--- config.mk ---
export PLATFORM = sky130hd
export DESIGN_NAME = ppu_req_responder_flat
export DESIGN_NICKNAME = d
export VERILOG_FILES = /design/src/rtl/ppu_req_responder_if.sv /design/src/rtl/ppu_req_responder.sv /design/src/flat_wrapper.sv
export SDC_FILE = /design/constraint.sdc
export NUM_CORES = 1
export LEC_CHECK = 0
export ABC_CLOCK_PERIOD_IN_PS = 2400
export CAP_MARGIN = 0
export CORE_ASPECT_RATIO = 2
export CORE_UTILIZATION = 46
export CTS_CLUSTER_SIZE = 12
export DETAILED_ROUTE_END_ITERATION = 7
export PLACE_DENSITY = 0.82
export SLEW_MARGIN = 20
export SYNTH_ARGS = -nofsm -noshare
export SYNTH_HDL_FRONTEND = slang
export SYNTH_SLANG_ARGS = --single-unit
--- constraint.sdc ---
create_clock -name clk -period 2.4 [get_ports clk]
set_input_delay 0.36 -clock clk [delete_from_list [all_inputs] [get_ports clk]]
set_output_delay 0.36 -clock clk [all_outputs]
set_load 0.1 [all_outputs]
--- src/rtl/ppu_req_responder_if.sv ---
// PPU request bus: EX-stage request/response plus the arithmetic core handshake.
// slave = responder side, master = EX stage and core side.
interface ppu_req_responder_if #(
  parameter int PPU_OP_WIDTH = 3
);
  logic                    ppu_valid_in;
  logic [31:0]             ppu_in1;
  logic [31:0]             ppu_in2;
  logic [PPU_OP_WIDTH-1:0] ppu_op;
  logic [31:0]             ppu_out;
  logic                    ppu_valid_o;
  logic                    ppu_busy_o;
  logic                    ppu_timeout_o;
  logic                    core_valid_o;
  logic [PPU_OP_WIDTH-1:0] core_op_o;
  logic [31:0]             core_a_o;
  logic [31:0]             core_b_o;
  logic                    core_valid_i;
  logic [31:0]             core_result_i;

  modport slave (
    input  ppu_valid_in, ppu_in1, ppu_in2, ppu_op,
    input  core_valid_i, core_result_i,
    output ppu_out, ppu_valid_o, ppu_busy_o,
    output ppu_timeout_o, core_valid_o,
    output core_op_o, core_a_o, core_b_o
  );

  modport master (
    output ppu_valid_in, ppu_in1, ppu_in2, ppu_op,
    output core_valid_i, core_result_i,
    input  ppu_out, ppu_valid_o, ppu_busy_o,
    input  ppu_timeout_o, core_valid_o,
    input  core_op_o, core_a_o, core_b_o
  );
endinterface

--- src/rtl/ppu_req_responder.sv ---
// Responder for EX-stage posit32 requests: resolves NaR/zero cases locally,
// forwards the rest to the arithmetic core with a bounded wait.
module ppu_req_responder #(
  parameter int PPU_OP_WIDTH = 3,
  parameter int TIMEOUT      = 64,
  parameter bit SHORTCUT_EN  = 1'b1
) (
  input logic               clk,
  input logic               rst_n,
  ppu_req_responder_if.slave bus
);
  localparam int CW = $clog2(TIMEOUT + 1);
  localparam logic [31:0] NAR = 32'h8000_0000;
  localparam logic [PPU_OP_WIDTH-1:0] OP_ADD = PPU_OP_WIDTH'(0);
  localparam logic [PPU_OP_WIDTH-1:0] OP_SUB = PPU_OP_WIDTH'(1);
  localparam logic [PPU_OP_WIDTH-1:0] OP_MUL = PPU_OP_WIDTH'(2);
  localparam logic [PPU_OP_WIDTH-1:0] OP_DIV = PPU_OP_WIDTH'(3);
  localparam logic [CW-1:0] CNT_LAST = CW'(TIMEOUT - 1);

  typedef enum logic [1:0] {
    IDLE,
    CORE_WAIT,
    RESP
  } state_e;

  state_e                  state_q, state_d;
  logic [CW-1:0]           cnt_q, cnt_d;
  logic [31:0]             res_q, res_d;
  logic                    to_q, to_d;
  logic                    cv_q, cv_d;
  logic [PPU_OP_WIDTH-1:0] op_q, op_d;
  logic [31:0]             a_q, a_d;
  logic [31:0]             b_q, b_d;

  logic        hit;
  logic [31:0] sc_res;
  logic        a_nar, b_nar, a_z, b_z;

  assign a_nar = bus.ppu_in1 == NAR;
  assign b_nar = bus.ppu_in2 == NAR;
  assign a_z   = bus.ppu_in1 == 32'd0;
  assign b_z   = bus.ppu_in2 == 32'd0;

  // First matching rule wins; ops outside ADD..DIV never hit.
  always_comb begin
    hit    = 1'b0;
    sc_res = 32'd0;
    if (SHORTCUT_EN && bus.ppu_op <= OP_DIV) begin
      if (a_nar || b_nar) begin
        hit    = 1'b1;
        sc_res = NAR;
      end else if (bus.ppu_op == OP_DIV && b_z) begin
        hit    = 1'b1;
        sc_res = NAR;
      end else if (bus.ppu_op == OP_MUL && (a_z || b_z)) begin
        hit    = 1'b1;
        sc_res = 32'd0;
      end else if (bus.ppu_op == OP_DIV && a_z) begin
        hit    = 1'b1;
        sc_res = 32'd0;
      end else if (bus.ppu_op == OP_ADD && a_z) begin
        hit    = 1'b1;
        sc_res = bus.ppu_in2;
      end else if (bus.ppu_op == OP_ADD && b_z) begin
        hit    = 1'b1;
        sc_res = bus.ppu_in1;
      end else if (bus.ppu_op == OP_SUB && b_z) begin
        hit    = 1'b1;
        sc_res = bus.ppu_in1;
      end else if (bus.ppu_op == OP_SUB && a_z) begin
        hit    = 1'b1;
        sc_res = ~bus.ppu_in2 + 32'd1;
      end
    end
  end

  always_comb begin
    state_d = state_q;
    cnt_d   = cnt_q;
    res_d   = res_q;
    to_d    = to_q;
    cv_d    = 1'b0;
    op_d    = op_q;
    a_d     = a_q;
    b_d     = b_q;
    unique case (state_q)
      IDLE: begin
        if (bus.ppu_valid_in) begin
          op_d = bus.ppu_op;
          a_d  = bus.ppu_in1;
          b_d  = bus.ppu_in2;
          if (hit) begin
            res_d   = sc_res;
            state_d = RESP;
          end else begin
            cnt_d   = '0;
            cv_d    = 1'b1;
            state_d = CORE_WAIT;
          end
        end
      end
      CORE_WAIT: begin
        cnt_d = cnt_q + CW'(1);
        // A done on the expiry cycle still wins over the timeout.
        if (bus.core_valid_i) begin
          res_d   = bus.core_result_i;
          state_d = RESP;
        end else if (cnt_q == CNT_LAST) begin
          res_d   = NAR;
          to_d    = 1'b1;
          state_d = RESP;
        end
      end
      RESP: state_d = IDLE;
      default: state_d = IDLE;
    endcase
  end

  always_ff @(posedge clk or negedge rst_n) begin
    if (!rst_n) begin
      state_q <= IDLE;
      cnt_q   <= '0;
      res_q   <= '0;
      to_q    <= 1'b0;
      cv_q    <= 1'b0;
      op_q    <= '0;
      a_q     <= '0;
      b_q     <= '0;
    end else begin
      state_q <= state_d;
      cnt_q   <= cnt_d;
      res_q   <= res_d;
      to_q    <= to_d;
      cv_q    <= cv_d;
      op_q    <= op_d;
      a_q     <= a_d;
      b_q     <= b_d;
    end
  end

  assign bus.ppu_out       = res_q;
  assign bus.ppu_valid_o   = state_q == RESP;
  assign bus.ppu_busy_o    = state_q != IDLE;
  assign bus.ppu_timeout_o = to_q;
  assign bus.core_valid_o  = cv_q;
  assign bus.core_op_o     = op_q;
  assign bus.core_a_o      = a_q;
  assign bus.core_b_o      = b_q;
endmodule
--- src/flat_wrapper.sv ---
// flat-port wrapper written by rule: the top's interface ports become plain ports
module ppu_req_responder_flat 
#(
  parameter int PPU_OP_WIDTH = 3,
  parameter int TIMEOUT      = 64,
  parameter bit SHORTCUT_EN  = 1'b1
)
  (clk, rst_n, bus_ppu_valid_in, bus_ppu_in1, bus_ppu_in2, bus_ppu_op, bus_core_valid_i, bus_core_result_i, bus_ppu_out, bus_ppu_valid_o, bus_ppu_busy_o, bus_ppu_timeout_o, bus_core_valid_o, bus_core_op_o, bus_core_a_o, bus_core_b_o);
  ppu_req_responder_if #(.PPU_OP_WIDTH(PPU_OP_WIDTH)) bus_i ();
  input logic clk;
  input logic rst_n;
  input wire logic [$bits(bus_i.ppu_valid_in)-1:0] bus_ppu_valid_in;
  input wire logic [$bits(bus_i.ppu_in1)-1:0] bus_ppu_in1;
  input wire logic [$bits(bus_i.ppu_in2)-1:0] bus_ppu_in2;
  input wire logic [$bits(bus_i.ppu_op)-1:0] bus_ppu_op;
  input wire logic [$bits(bus_i.core_valid_i)-1:0] bus_core_valid_i;
  input wire logic [$bits(bus_i.core_result_i)-1:0] bus_core_result_i;
  output wire logic [$bits(bus_i.ppu_out)-1:0] bus_ppu_out;
  output wire logic [$bits(bus_i.ppu_valid_o)-1:0] bus_ppu_valid_o;
  output wire logic [$bits(bus_i.ppu_busy_o)-1:0] bus_ppu_busy_o;
  output wire logic [$bits(bus_i.ppu_timeout_o)-1:0] bus_ppu_timeout_o;
  output wire logic [$bits(bus_i.core_valid_o)-1:0] bus_core_valid_o;
  output wire logic [$bits(bus_i.core_op_o)-1:0] bus_core_op_o;
  output wire logic [$bits(bus_i.core_a_o)-1:0] bus_core_a_o;
  output wire logic [$bits(bus_i.core_b_o)-1:0] bus_core_b_o;
  assign bus_i.ppu_valid_in = bus_ppu_valid_in;
  assign bus_i.ppu_in1 = bus_ppu_in1;
  assign bus_i.ppu_in2 = bus_ppu_in2;
  assign bus_i.ppu_op = bus_ppu_op;
  assign bus_i.core_valid_i = bus_core_valid_i;
  assign bus_i.core_result_i = bus_core_result_i;
  assign bus_ppu_out = bus_i.ppu_out;
  assign bus_ppu_valid_o = bus_i.ppu_valid_o;
  assign bus_ppu_busy_o = bus_i.ppu_busy_o;
  assign bus_ppu_timeout_o = bus_i.ppu_timeout_o;
  assign bus_core_valid_o = bus_i.core_valid_o;
  assign bus_core_op_o = bus_i.core_op_o;
  assign bus_core_a_o = bus_i.core_a_o;
  assign bus_core_b_o = bus_i.core_b_o;
  ppu_req_responder #(.PPU_OP_WIDTH(PPU_OP_WIDTH), .TIMEOUT(TIMEOUT), .SHORTCUT_EN(SHORTCUT_EN)) u_core (.clk(clk), .rst_n(rst_n), .bus(bus_i));
endmodule
# --- Word-level counts from Yosys, hierarchy flattened ---
# Index checks and enable logic that the tools add are counted.
totals:
  regBits: 110
  input_bits: 103
  output_inout_bits: 103
  word_cells: 79
classes:
  n_addsub: 2
  order_cmp: 1
  eq_ne: 12
  mux: 34
  bitwise: 2
  n_reduce_logical: 20
op_table:
  columns: ["cell", "count"]
  rows:
  - ["$mux 32", 13]
  - ["$eq 32x32->1 const B", 2]
  - ["$logic_not 32->1", 2]
  - ["$pmux 32 s2", 1]
  - ["$add 32x1->32 const B", 1]
  - ["$not 32->32", 1]
  - ["$mux 7", 2]
  - ["$pmux 7 s2", 1]
  - ["$mux 1", 12]
  - ["$mux 2", 4]
  - ["$add 7x1->7 const B", 1]
  - ["$eq 7x6->1 const B", 1]
  - ["$logic_and 1x1->1", 7]
  - ["$eq 3x2->1 const B", 2]
  - ["$reduce_and 3->1", 2]
  - ["$ne 2x2->1 const B", 2]
  - ["$pmux 2 s2", 1]
  - ["$reduce_and 2->1", 2]
  - ["$reduce_and 4->1", 1]
  - ["$reduce_bool 2->1", 2]
  - ["$eq 3x1->1 const B", 1]
  - ["$le 3x2->1 const B", 1]
  - ["$logic_not 3->1", 1]
  - ["$ne 3x2->1 const B", 1]
  - ["other kinds (6)", 7]

# --- Longest topological paths before layout ---
# Gate-level depths: netlist of the first run.
logic_depth:
  word_depth: 14
  ltp_mapped: 11
  mapped_depth_nobuf: 10

# --- Worst setup path after synthesis of the first run ---
# OpenSTA, ideal clock, no wires.
synth_path:
  path_type: "in2reg"
  start: "input bus_ppu_in2[24]"
  end: "register u_core.res_q[0] (netlist: u_core.bus.ppu_out[0])"
  t_arrival_ns: 2.537
  slack_ns: -0.262
  cell_stages: 10
  path_cell_list: "buf_6 or4_1 buf_2 or4_4 nor4_2 buf_2 a21oi_2 a22o_1 a221oi_1 nor2_1"
synth_between:
  elab_chain_len: 13
  elab_cells_between_ends: 29
  cone_classes: "eq/ne (2); mux (19); reduce/logical (8)"
synth_lines:
  columns: ["item", "line", "rtl"]
  rows:
  - ["from (decl)", "flat_wrapper.sv:14", "input wire logic [$bits(bus_i.ppu_in2)-1:0] bus_ppu_in2;"]
  - ["$logic_not 32->1", "ppu_req_responder.sv:42", "assign b_z = bus.ppu_in2 == 32'd0;"]
  - ["$logic_and 1x1->1", "ppu_req_responder.sv:67", "end else if (bus.ppu_op == OP_SUB && b_z) begin"]
  - ["$mux 32", "ppu_req_responder.sv:67", null]
  - ["$mux 32", "ppu_req_responder.sv:64", "end else if (bus.ppu_op == OP_ADD && b_z) begin"]
  - ["$mux 32", "ppu_req_responder.sv:61", "end else if (bus.ppu_op == OP_ADD && a_z) begin"]
  - ["$mux 32", "ppu_req_responder.sv:58", "end else if (bus.ppu_op == OP_DIV && a_z) begin"]
  - ["$mux 32", "ppu_req_responder.sv:55", "end else if (bus.ppu_op == OP_MUL && (a_z || b_z)) begin"]
  - ["$mux 32", "ppu_req_responder.sv:52", "end else if (bus.ppu_op == OP_DIV && b_z) begin"]
  - ["$mux 32", "ppu_req_responder.sv:49", "if (a_nar || b_nar) begin"]
  - ["$mux 32", "ppu_req_responder.sv:48", "if (SHORTCUT_EN && bus.ppu_op <= OP_DIV) begin"]
  - ["$mux 32", "ppu_req_responder.sv:92", "if (hit) begin"]
  - ["$mux 32", "ppu_req_responder.sv:88", "if (bus.ppu_valid_in) begin"]
  - ["$pmux 32 s2", "ppu_req_responder.sv:86", "unique case (state_q)"]
  - ["to (signal assigned)", "ppu_req_responder.sv:132", "res_q <= res_d;"]
  - ["to (decl)", "ppu_req_responder.sv:28", "logic [31:0] res_q, res_d;"]
# Several ways; a longest one is shown, not always the timed one. The select of a mux whose other input is x is not followed.
# A chain may end at the register's enable or synchronous reset.

# --- Worst setup path in the final report of the first run ---
layout_path:
  start: "input bus_ppu_in2[18]"
  end: "register u_core.res_q[26] (netlist: u_core.bus.ppu_out[26])"
layout_between:
  elab_chain_len: 14
  elab_cells_between_ends: 32
  cone_classes: "add/sub (1); eq/ne (2); mux (20); bitwise (1); reduce/logical (8)"
layout_lines:
  columns: ["item", "line", "rtl"]
  rows:
  - ["$not 32->32", "ppu_req_responder.sv:72", "sc_res = ~bus.ppu_in2 + 32'd1;"]
  - ["$add 32x1->32", "ppu_req_responder.sv:72", null]
  - ["$mux 32", "ppu_req_responder.sv:70", "end else if (bus.ppu_op == OP_SUB && a_z) begin"]
  - ["$mux 32", "ppu_req_responder.sv:67", null]
  - ["$mux 32", "ppu_req_responder.sv:64", null]
  - ["$mux 32", "ppu_req_responder.sv:61", null]
  - ["$mux 32", "ppu_req_responder.sv:58", null]
  - ["$mux 32", "ppu_req_responder.sv:55", null]
  - ["$mux 32", "ppu_req_responder.sv:52", null]
  - ["$mux 32", "ppu_req_responder.sv:49", null]
  - ["$mux 32", "ppu_req_responder.sv:48", null]
  - ["$mux 32", "ppu_req_responder.sv:92", null]
  - ["$mux 32", "ppu_req_responder.sv:88", null]
  - ["$pmux 32 s2", "ppu_req_responder.sv:86", null]
# Several ways; a longest one is shown, not always the timed one. The select of a mux whose other input is x is not followed.

==> reports/metrics.csv, run 1 <==
stage,metric,value,unit
logic_synthesis,Syn Nets,656,
setup_path,WS Path Type,in2reg,
logic_synthesis,synthesized flop and latch total,110,
routing,Vias,6723,
sta,FMAX,385.8,MHz
die,I/O pins,206,
setup_path,endpoint class of the critical path,register,
sta,fin crit share,1.080,
clocking,maximum level of the CTS H-tree,3,
routing,Pre-antenna DRT Iters,5,
sta,Max Slew Vio Count,0,
cells_and_area,share of layout cells above drive strength 1,0.5224,
routing,drt wl/cell,23.68,microns
setup_path,"slowest stage delay, CP",570,ps
placement,DP Wirelength,17390,microns
logic_synthesis,number of synthesized flops with an enable pin,0,
logic_synthesis,ys async rst share,1.000,
logic_synthesis,dominant synthesized flop cell,dfrtp_1,
clocking,CTS root buf,clkbuf_16,
global_route,largest net degree at the start of global routing,111,
cells_and_area,Final nets,1017,
routing,antenna-violating nets left,0,
clocking,Clock Sinks,110,
logic_synthesis,Mapped Cells,551,
die,Die Span X,81.35,microns
global_route,first-pass GRT wire length,35810,microns
sta,hold_ws,61.30,ps
status,failing checks,setup timing,
setup_path,Critical-path top delay cell,or4_4,
sta,Final Worst Setup Slack,-191.9,ps
die,Initial Utilization,0.4749,
sta,crit path time final,2592,ps
global_route,vias in the first global route,6810,
placement,GPL Wtd Cong,0.9925,
setup_path,Crit path buffers/inverters,3,
global_route,grt ovf,0,
routing,DRC Markers,0,
clocking,Num CTS Buffers,9,
clocking,Skew-Pair Late Insertion Delay,360,ps
routing,starting DRC count in detailed routing,556,
setup_path,Critical Path RT,2670,ps
die,row cnt,57,
clocking,CTS Hold Bufs,0,
sta,Setup Skew,4.292,ps
cells_and_area,synthesis-to-finish area growth,71.35,%
sta,Least-Margin Pin Slew,618.3,ps
global_route,gr usage total,0.3701,
global_route,antenna violations before repair,0,
sta,setup violators final,22,
logic_synthesis,register area share after synthesis,0.4753,
sta,RSZ-0062 raised after global routing,yes,
logic_synthesis,Yosys cell types,58,
clocking,Worst-path clk slew,70,ps
status,status,finished with violations,
die,Die H,160.7,microns
routing,Avg Vias per Cell,6.313,
setup_path,Worst EP arrival,2860,ps
routing,Final Routed Wirelength,25220,microns
placement,Buffers on Ports,205,
sta,final hold viol count,0,
setup_path,Crit path depth,10,
logic_synthesis,Synth warnings,0,
die,Core Region,12200,sq um
die,DIE AREA,13070,sq um
setup_path,Crit Path Max Fanout,6,
setup_path,R2R cell count,7,
logic_synthesis,mapped cell area,5792,sq um
run,max-cap viol count,0,
setup_path,Crit path max-delay family,simple AND/OR/NAND/NOR gates,
clocking,Longest Clk Path Bufs,2,
sta,Slew headroom,0.5824,
min_path,hold crit path type,in2async,
logic_synthesis,syn avg cell area,10.51,sq um
setup_path,Critical Path Source Type,input pin,
setup_path,crit-path cells,buf_6 -> or3_4 -> or4_4 -> buf_4 -> or3_4 -> buf_6 -> o41ai_2 -> and3_1 -> a221oi_2 -> o21ai_1,
cells_and_area,Final Util,0.8138,
clocking,CTS tree,yes,
[synth_stat cells, drive strengths merged (4+ instances only)]
library cell	number	area, sq um
dfrtp	110	2753
mux2	67	754.5
nor2	40	150.1
o21ai	30	150.1
clkbuf	28	105.1
nand2	26	97.59
a21oi	23	118.9
a22oi	21	157.7
nor4	17	112.6
nor3	13	65.06
or3	13	81.33
a221oi	11	96.34
o41ai	11	96.34
or4	11	86.33
buf	10	68.82
o31ai	9	67.56
a22o	8	70.07
inv	8	30.03
xnor2	8	70.07
nand2b	7	43.79
nand3	7	35.03
nand4	7	43.79
a32oi	5	43.79
and3	5	31.28
xor2	5	43.79
a21o	4	30.03
a31oi	4	25.02
o211ai	4	30.03
or2	4	25.02
[area by class of cell]
type	instances	area, sq um
Multi-Input combinational cell	395	3421
Timing Repair Buffer	388	3262
Sequential cell	110	2753
Fill cell	668	2271
Clock buffer	11	232.7
Tap cell	147	183.9
Clock inverter	5	35.03
Inverter	8	35.03
Antenna cell	1	2.502
[what timing repair did]
| item | 4_1_cts | 5_1_grt |
|---|---|---|
| setup buffers | 17 | 10 |
| gates cloned | 1 | 1 |
| endpoints found under the hold margin | 0 | 0 |
| gates resized for setup | 124 | 75 |
| endpoints found under the setup margin | 42 | 37 |
| pin swaps | 46 | 40 |
[kinds of logic (layout without fill, tap and decap cells)]
family | Yosys count | after routing | share of synthesized area
compound gates | 150 | 150 | 0.1828
xor+xnor | 13 | 13 | 0.01966
fa+ha+maj | 2 | 2 | 0.004320
buf+inv | 46 | 412 | 0.03521
flops | 110 | 110 | 0.4753
mux | 68 | 68 | 0.1320
other cells | 0 | 1 | 0
simple gates | 162 | 162 | 0.1508
[through the flow]
step / cell area, sq um / std cells / setup TNS, ps / setup WS, ps
after floorplan: 5898 / 551 / -2512 / -206.3
after global placement: 8900 / 1021 / -25660 / -788.8
after detailed placement: 8900 / 1021 / -29220 / -835.5
after CTS: 9579 / 1055 / -12.91 / -10.42
after global routing: 9922 / 1064 / -2110 / -184.5
final: 9925 / 1065 / -1000 / -191.9
[layer usage]
layer  up-vias  global-route usage  wire length (microns)  share of wire
met3       186             0.05455                   1708          0.068
met4         0              0.2654                   2425          0.096
met2       466              0.6515                  13070           0.52
li1       2841                   -                      -              -
met5         -                   0                      0              0
met1      3230              0.3812                   8022           0.32
[sequential cells by signal (all words and copies together), names as in the netlist]
signal and flops:
u_core.bus.ppu_timeout_o 1, u_core.bus.core_valid_o 1, u_core.cnt_q 7, u_core.bus.core_a_o 32
u_core.state_q 2, u_core.bus.core_b_o 32, u_core.bus.ppu_out 32, u_core.bus.core_op_o 3
[cells in the final DEF (no fill, tap or decap), types with 13 or more instances in the layout]
master | netlist | layout
buf_4 | 1 | 265
dfrtp_1 | 110 | 110
clkdlybuf4s50_1 | 0 | 66
a22oi_1 | 21 | 13
a21oi_1 | 22 | 20
o21ai_0 | 23 | 13
buf_6 | 3 | 21
nand2_1 | 26 | 23
o21ai_1 | 7 | 15
nor2_1 | 40 | 35
mux2_2 | 67 | 67
[path summary, 6_finish.rpt]
kind                                           from                  endpoint  slack, ps
min                                           rst_n   u_core.bus.core_a_o[19]         60
min in group clk                     bus_ppu_in2[4]    u_core.bus.core_b_o[4]        290
max reg2reg                       u_core.state_q[0]     u_core.bus.ppu_out[7]        450
min reg2reg                u_core.bus.ppu_timeout_o  u_core.bus.ppu_timeout_o        470
max                                 bus_ppu_in2[18]    u_core.bus.ppu_out[26]       -190
max in group asynchronous                     rst_n   u_core.bus.core_a_o[12]       1850
Power of run 1 is not shown: default switching activity piles up to over one toggle a cycle in this logic, so the estimate is an artifact.
==> run 2: changes to the inputs <==
- ABC_CLOCK_PERIOD_IN_PS: 2400 -> 2770
- clock period: 2.4 -> 2.77 ns (I/O delays scaled with it)
==> reports/metrics.csv, run 2 (synthesis gave the netlist of run 1 again) <==
stage,metric,value,unit,change
sta,FMAX,373.5,MHz,
die,DIE AREA,13070,sq um,unchanged
sta,Slew headroom,0.5604,,was 0.5824
run,max-cap viol count,0,,unchanged
global_route,met1 Track Usage GR,0.3707,,was 0.3812
routing,starting DRC count in detailed routing,446,,was 556
global_route,first-pass GRT wire length,33530,microns,was 35810 microns
cells_and_area,"most common cell after layout, fill and taps aside",buf_4,,unchanged
placement,Buffers on Ports,205,,unchanged
setup_path,reg2reg setup slack,860,ps,was 450 ps
setup_path,Critical-path top delay cell,or4_4,,unchanged
setup_path,endpoint class of the critical path,register,,unchanged
placement,Area after DPL,8690,sq um,was 8900 sq um
setup_path,most used cell along the critical path,buf_4,,
setup_path,Worst EP arrival,2910,ps,was 2860 ps
die,Initial Utilization,0.4749,,unchanged
clocking,Clock Sinks,110,,unchanged
setup_path,Crit Path Max Fanout,7,,was 6
sta,Least-Margin Pin Slew,659.4,ps,was 618.3 ps
sta,crit path time final,2678,ps,
global_route,largest net degree at the start of global routing,111,,unchanged
routing,Avg Vias per Cell,6.023,,was 6.313
global_route,grt met2 use,0.6072,,was 0.6515
placement,DP Wirelength,17160,microns,was 17390 microns
die,Die H,160.7,microns,unchanged
clocking,Num CTS Buffers,9,,unchanged
global_route,gr usage total,0.3465,,was 0.3701
cells_and_area,synthesis-to-finish area growth,61.96,%,was 71.35%
global_route,antenna violations before repair,1,,was 0
die,Core Region,12200,sq um,unchanged
placement,GPL Wtd Cong,0.9374,,was 0.9925
setup_path,"slowest stage delay, CP",500,ps,was 570 ps
global_route,grt ovf,0,,unchanged
die,Die Span X,81.35,microns,unchanged
setup_path,R2R cell count,7,,unchanged
routing,Vias,6198,,was 6723
clocking,Worst-path clk slew,80,ps,was 70 ps
setup_path,Critical Path Source Type,input pin,,unchanged
routing,Final Routed Wirelength,22390,microns,was 25220 microns
routing,Pre-antenna DRT Iters,8,,was 5
sta,final hold viol count,0,,unchanged
clocking,Longest Clk Path Bufs,2,,unchanged
cells_and_area,share of layout cells above drive strength 1,0.4381,,was 0.5224
cells_and_area,fill count,848,,was 668
global_route,vias in the first global route,6360,,was 6810
cells_and_area,most frequent cells in the layout,"buf_4 (242), dfrtp_1 (110), clkdlybuf4s50_1 (87)",,"was buf_4 (265), dfrtp_1 (110), mux2_2 (67)"
routing,DRC Markers,0,,unchanged
sta,Max Slew Vio Count,0,,unchanged
global_route,GR Util met3,0.05341,,was 0.05455
sta,fin crit share,0.9666,,
global_route,grt peak-use layer,met2,,unchanged
sta,Setup Skew,11.23,ps,was 4.292 ps
setup_path,WS Path Type,in2reg,,unchanged
die,row cnt,57,,unchanged
routing,antenna-violating nets left,0,,unchanged
setup_path,Critical Path RT,3000,ps,was 2670 ps
clocking,CTS Hold Bufs,0,,unchanged
cells_and_area,Final nets,981,,was 1017
die,I/O pins,206,,unchanged
routing,drt wl/cell,21.76,microns,was 23.68 microns
clocking,Skew-Pair Late Insertion Delay,360,ps,about the same
cells_and_area,cell area after layout,9380,sq um,was 9925 sq um
sta,setup violators final,0,,was 22
clocking,CTS tree,yes,,unchanged
clocking,CTS root buf,clkbuf_16,,unchanged
setup_path,crit-path cells,clkdlybuf4s50_1 -> or2_2 -> or4_4 -> nor4_4 -> buf_4 -> buf_4 -> nor2_1 -> a32o_1 -> a21oi_2 -> o21ai_0,,was buf_6 -> or3_4 -> or4_4 -> buf_4 -> or3_4 -> buf_6 -> o41ai_2 -> and3_1 -> a221oi_2 -> o21ai_1
min_path,hold crit path type,in2async,,unchanged
status,status,"complete, no violations",,was finished with violations
clocking,maximum level of the CTS H-tree,3,,unchanged
[run 2: cell types whose count changed in the layout (fill, tap and decap cells not counted), sizes merged]
cell           change
inv                +2
clkinv             -1
bufinv             +1
clkdlybuf4s15      -1
clkbuf             -7
clkinvlp           -1
buf               -44
dlymetal6s2s       +5
dlygate4sd2       -11
clkdlybuf4s50     +21
[run 2: worst max-delay path, delay by kind of cell]
kind | cells | cell delay, ps
and+or+nand+nor | 4 | 1210
buffers and inverters | 3 | 770
AOI/OAI and AO/OA | 3 | 480
[run 2: metal layers]
layer  vias up  part of all wire
met1      2988              0.35
li1       2768                 -
met2       330              0.53
met5         -                 0
met3       112             0.053
met4         0             0.068
[run 2: repair_timing]
item	4_1_cts	5_1_grt
setup endpoints to repair	37	36
setup buffers	3	4
gates resized for setup	19	51
pin swaps	6	13
[run 2: per-stage QoR]
| stage | cells | hold slack [ps] | setup TNS, ps | utilization | setup slack (ps) |
|---|---|---|---|---|---|
| final | 1029 | 44.16 | 0 | 0.7692 | 92.44 |
| after global routing | 1029 | 184.4 | -26.08 | 0.7692 | -26.08 |
| after CTS | 1024 | 149.7 | -28.61 | 0.7476 | -27.08 |
| after detailed placement | 1005 | 463.3 | -19250 | 0.7125 | -594.9 |
| after global placement | 1005 | 443.1 | -18080 | 0.7125 | -581.5 |
| after floorplan | 551 | 119.9 | 0 | - | 52.06 |
[run 2: area by class of cell]
type	instances	area, sq um	area share
antenna	1	2.502	0.0002668
clock buffer	10	239.0	0.02548
clock inverter	6	76.32	0.008137
inverter	8	30.03	0.003201
multi-input combinational	395	3118	0.3324
sequential	110	2753	0.2935
tap	147	183.9	0.01961
timing repair buffer	352	2978	0.3175
[run 2: final timing paths]
check,startpoint,end
worst max-delay path,bus_ppu_in2[29],u_core.bus.ppu_out[21]
worst min-delay path,rst_n,u_core.bus.core_a_o[21]
worst max register to register,u_core.cnt_q[0],u_core.bus.ppu_out[31]
worst min register to register,u_core.bus.ppu_timeout_o,u_core.bus.ppu_timeout_o
max in group asynchronous,rst_n,u_core.bus.ppu_out[23]
min in group clk,bus_ppu_in2[6],u_core.bus.core_b_o[6]
Power of run 2 is left out for the same reason.
==> run 3: changes to the inputs <==
- ABC_AREA: not set -> 1
- CORE_UTILIZATION: 46 -> 48
- GPL_TIMING_DRIVEN: not set -> 0
==> reports/metrics.csv, run 3 <==
stage,metric,value,unit,change
status,status,finished with violations,,"was complete, no violations"
status,failing checks,DRC,,
placement,worst slack at placement,-460.0,ps,was -594.9 ps
cells_and_area,share of layout cells above drive strength 1,0.05088,,was 0.4381
sta,final hold viol count,0,,unchanged
min_path,hold crit path type,in2async,,unchanged
routing,Final Routed Wirelength,24370,microns,was 22390 microns
logic_synthesis,dominant synthesized flop cell,dfrtp_1,,unchanged
sta,crit path time final,2644,ps,was 2678 ps
logic_synthesis,synth cell count leaders,"nand2_1 (390), dfrtp_1 (110), inv_1 (109)",,"was dfrtp_1 (110), mux2_2 (67), nor2_1 (40)"
power_and_ir_drop,VDD IR max,1.209,mV,
sta,Max Slew Vio Count,0,,unchanged
die,I/O pins,206,,unchanged
setup_path,Critical Path RT,2350,ps,was 3000 ps
die,Initial Utilization,0.4898,,was 0.4749
setup_path,crit-path cells,nor2_1 -> inv_1 -> clkdlybuf4s50_1,,was clkdlybuf4s50_1 -> or2_2 -> or4_4 -> nor4_4 -> buf_4 -> buf_4 -> nor2_1 -> a32o_1 -> a21oi_2 -> o21ai_0
setup_path,Reg-to-Reg Start,u_core.state_q[0],,was u_core.cnt_q[0]
die,Die H,167.6,microns,was 160.7 microns
sta,Setup Skew,13.04,ps,was 11.23 ps
clocking,Clock Sinks,110,,unchanged
cells_and_area,"most common cell after layout, fill and taps aside",nand2_1,,was buf_4
sta,Least-Margin Pin Slew,1030,ps,was 659.4 ps
placement,Buffers on Ports,205,,unchanged
setup_path,Critical-path top delay cell,clkdlybuf4s50_1,,was or4_4
setup_path,Worst EP arrival,2230,ps,was 2910 ps
cells_and_area,"non-filler cells, final",1354,,was 1029
setup_path,Reg-to-Reg End,u_core.bus.ppu_out[14],,was u_core.bus.ppu_out[31]
run,max-cap viol count,0,,unchanged
global_route,largest net degree at the start of global routing,66,,was 111
sta,RSZ-0062 raised after global routing,no,,
logic_synthesis,Yosys cell types,33,,was 58
logic_synthesis,Mapped Cells,977,,was 551
clocking,CTS root buf,clkbuf_16,,unchanged
routing,Avg Vias per Cell,5.256,,was 6.023
setup_path,Critical Path Source Type,register,,was input pin
setup_path,Crit path max-delay family,buffers and inverters,,was simple AND/OR/NAND/NOR gates
cells_and_area,antenna cell count,0,,was 1
logic_synthesis,post-synth top area share,0.4183,,was 0.4753
global_route,first-pass GRT wire length,37540,microns,was 33530 microns
logic_synthesis,Synth warnings,0,,unchanged
cells_and_area,most frequent cells in the layout,"nand2_1 (390), clkdlybuf4s50_1 (204), dfrtp_1 (110)",,"was buf_4 (242), dfrtp_1 (110), clkdlybuf4s50_1 (87)"
placement,Placed Cells,1338,,was 1005
global_route,antenna violations before repair,0,,was 1
cells_and_area,Final Util,0.6844,,was 0.7692
clocking,Post-CTS Setup Bufs,0,,was 3
routing,drt wl/cell,18.00,microns,was 21.76 microns
cells_and_area,synthesis-to-finish area growth,39.73,%,was 61.96%
sta,hold_ws,34.17,ps,was 44.16 ps
sta,FMAX,378.2,MHz,was 373.5 MHz
routing,starting DRC count in detailed routing,494,,was 446
logic_synthesis,mapped cell area,6581,sq um,was 5792 sq um
logic_synthesis,register area share after synthesis,0.4183,,was 0.4753
die,Core Region,13440,sq um,was 12200 sq um
clocking,maximum level of the CTS H-tree,3,,unchanged
placement,GPL Wtd Cong,0.9922,,was 0.9374
setup_path,"slowest stage delay, CP",1000,ps,was 500 ps
clocking,Worst-path clk slew,80,ps,about the same
sta,setup violators final,0,,unchanged
placement,DP Wirelength,19690,microns,was 17160 microns
logic_synthesis,number of synthesized flops with an enable pin,0,,unchanged
clocking,Num CTS Buffers,9,,unchanged
setup_path,endpoint class of the critical path,output port,,was register
power_and_ir_drop,PD cells,1325,nW/um^2,
setup_path,WS Path Type,reg2out,,was in2reg
setup_path,reg2reg setup slack,300,ps,was 860 ps
logic_synthesis,syn avg cell area,6.736,sq um,was 10.51 sq um
global_route,vias in the first global route,7125,,was 6360
die,row cnt,60,,was 57
global_route,gr usage total,0.3506,,was 0.3465
clocking,Skew-Pair Late Insertion Delay,360,ps,about the same
logic_synthesis,"count leader, synth",nand2_1,,was dfrtp_1
logic_synthesis,synth top area cells,"dfrtp_1 (42%), nand2_1 (22%), inv_1 (6.2%), o21ai_0 (6.1%), nand3_1 (5.2%)",,"was dfrtp_1 (48%), mux2_2 (13%), a22oi_1 (2.7%), nor2_1 (2.6%), o21ai_0 (2.0%)"
sta,Final Worst Setup Slack,126.0,ps,was 92.44 ps
cells_and_area,fill count,1234,,was 848
sta,Slew headroom,0.3111,,was 0.5604
logic_synthesis,synthesized flop and latch total,110,,unchanged
clocking,CTS Hold Bufs,0,,unchanged
logic_synthesis,Yosys top cell by area,dfrtp_1,,unchanged
setup_path,Crit Path Max Fanout,5,,was 7
setup_path,R2R cell count,10,,was 7
die,Die Span X,84.80,microns,was 81.35 microns
power_and_ir_drop,Pleak,4.502,nW,
clocking,CTS tree,yes,,unchanged
sta,fin crit share,0.9545,,was 0.9666
global_route,grt ovf,0,,unchanged
routing,Vias,7117,,was 6198
logic_synthesis,Syn Nets,1082,,was 656
setup_path,Crit path buffers/inverters,2,,was 3
logic_synthesis,ys async rst share,1.000,,unchanged
routing,Pre-antenna DRT Iters,7,,was 8
routing,antenna-violating nets left,0,,unchanged
clocking,Longest Clk Path Bufs,2,,unchanged
die,DIE AREA,14210,sq um,was 13070 sq um
cells_and_area,Final nets,1299,,was 981
routing,DRC Markers,11,,was 0
[run 3: kinds of logic (layout without fill, tap and decap cells)]
family                   count (synthesis)  after routing  share of synthesized area
AO/OA/AOI/OAI                          106            106                    0.08441
multiplexers                             3              3                   0.005133
flip-flops                             110            110                     0.4183
AND/OR/NAND/NOR                        585            585                     0.3656
XOR/XNOR                                22             22                    0.02928
adder cells (fa/ha/maj)                  2              2                   0.003802
buffers and inverters                  149            371                    0.09353
[run 3: power breakdown]
part	internal [W]	switching [W]	total, W
logic	0.00172	0.00643	0.00815
clock network	0.000683	0.000655	0.00134
registers	0.00229	0.000408	0.00270
[run 3: layout make-up]
| class | instances | area [sq um] | share of cell area |
|---|---|---|---|
| Multi-Input combinational cell | 718 | 3248 | 0.3532 |
| Timing Repair Buffer | 206 | 2081 | 0.2263 |
| Tap cell | 155 | 193.9 | 0.02109 |
| Clock buffer | 11 | 252.7 | 0.02748 |
| Inverter | 112 | 420.4 | 0.04571 |
| Clock inverter | 5 | 48.80 | 0.005306 |
| Buffer | 37 | 198.9 | 0.02163 |
| Sequential cell | 110 | 2753 | 0.2993 |
[run 3: how the worst max path moves through the flow]
stage	cells after the start	endpoint	from	slack (ps)
6_report	3	bus_ppu_busy_o	u_core.state_q[0]	130
5_1_grt	16	u_core.bus.ppu_out[25]	bus_ppu_in2[4]	3
4_1_cts	17	u_core.bus.ppu_out[20]	bus_ppu_in2[1]	20
3_5_place_dp	17	u_core.bus.ppu_out[21]	bus_ppu_in2[1]	-460
3_3_place_gp	1	u_core.bus.core_b_o[25]	rst_n	-2940
2_1_floorplan	16	u_core.bus.ppu_out[8]	bus_ppu_in2[0]	640
[run 3: what timing repair did]
item                                    in CTS  in global routing
gates cloned                                 0                  0
pin swaps                                    0                  1
gates resized for setup                      2                 10
endpoints found under the setup margin      13                 38
[run 3: metal layers]
layer | vias up | global-route usage | wire [microns]
li1 | 3472 | - | -
met1 | 3270 | 0.3571 | 8288
met2 | 291 | 0.6444 | 12930
met3 | 84 | 0.03647 | 1148
met4 | 0 | 0.2638 | 2004
met5 | - | 0 | 0
[run 3: stage by stage]
step	instance area, sq um	total power, W	setup TNS, ps
after global placement	8827	0.01079	-335680
final	9196	0.01219	0
after detailed placement	8856	0.01087	-13440
after CTS	9165	0.01220	0
after floorplan	6581	0.008739	0
after global routing	9196	0.01262	0
Power figures use the tool's default switching activity.
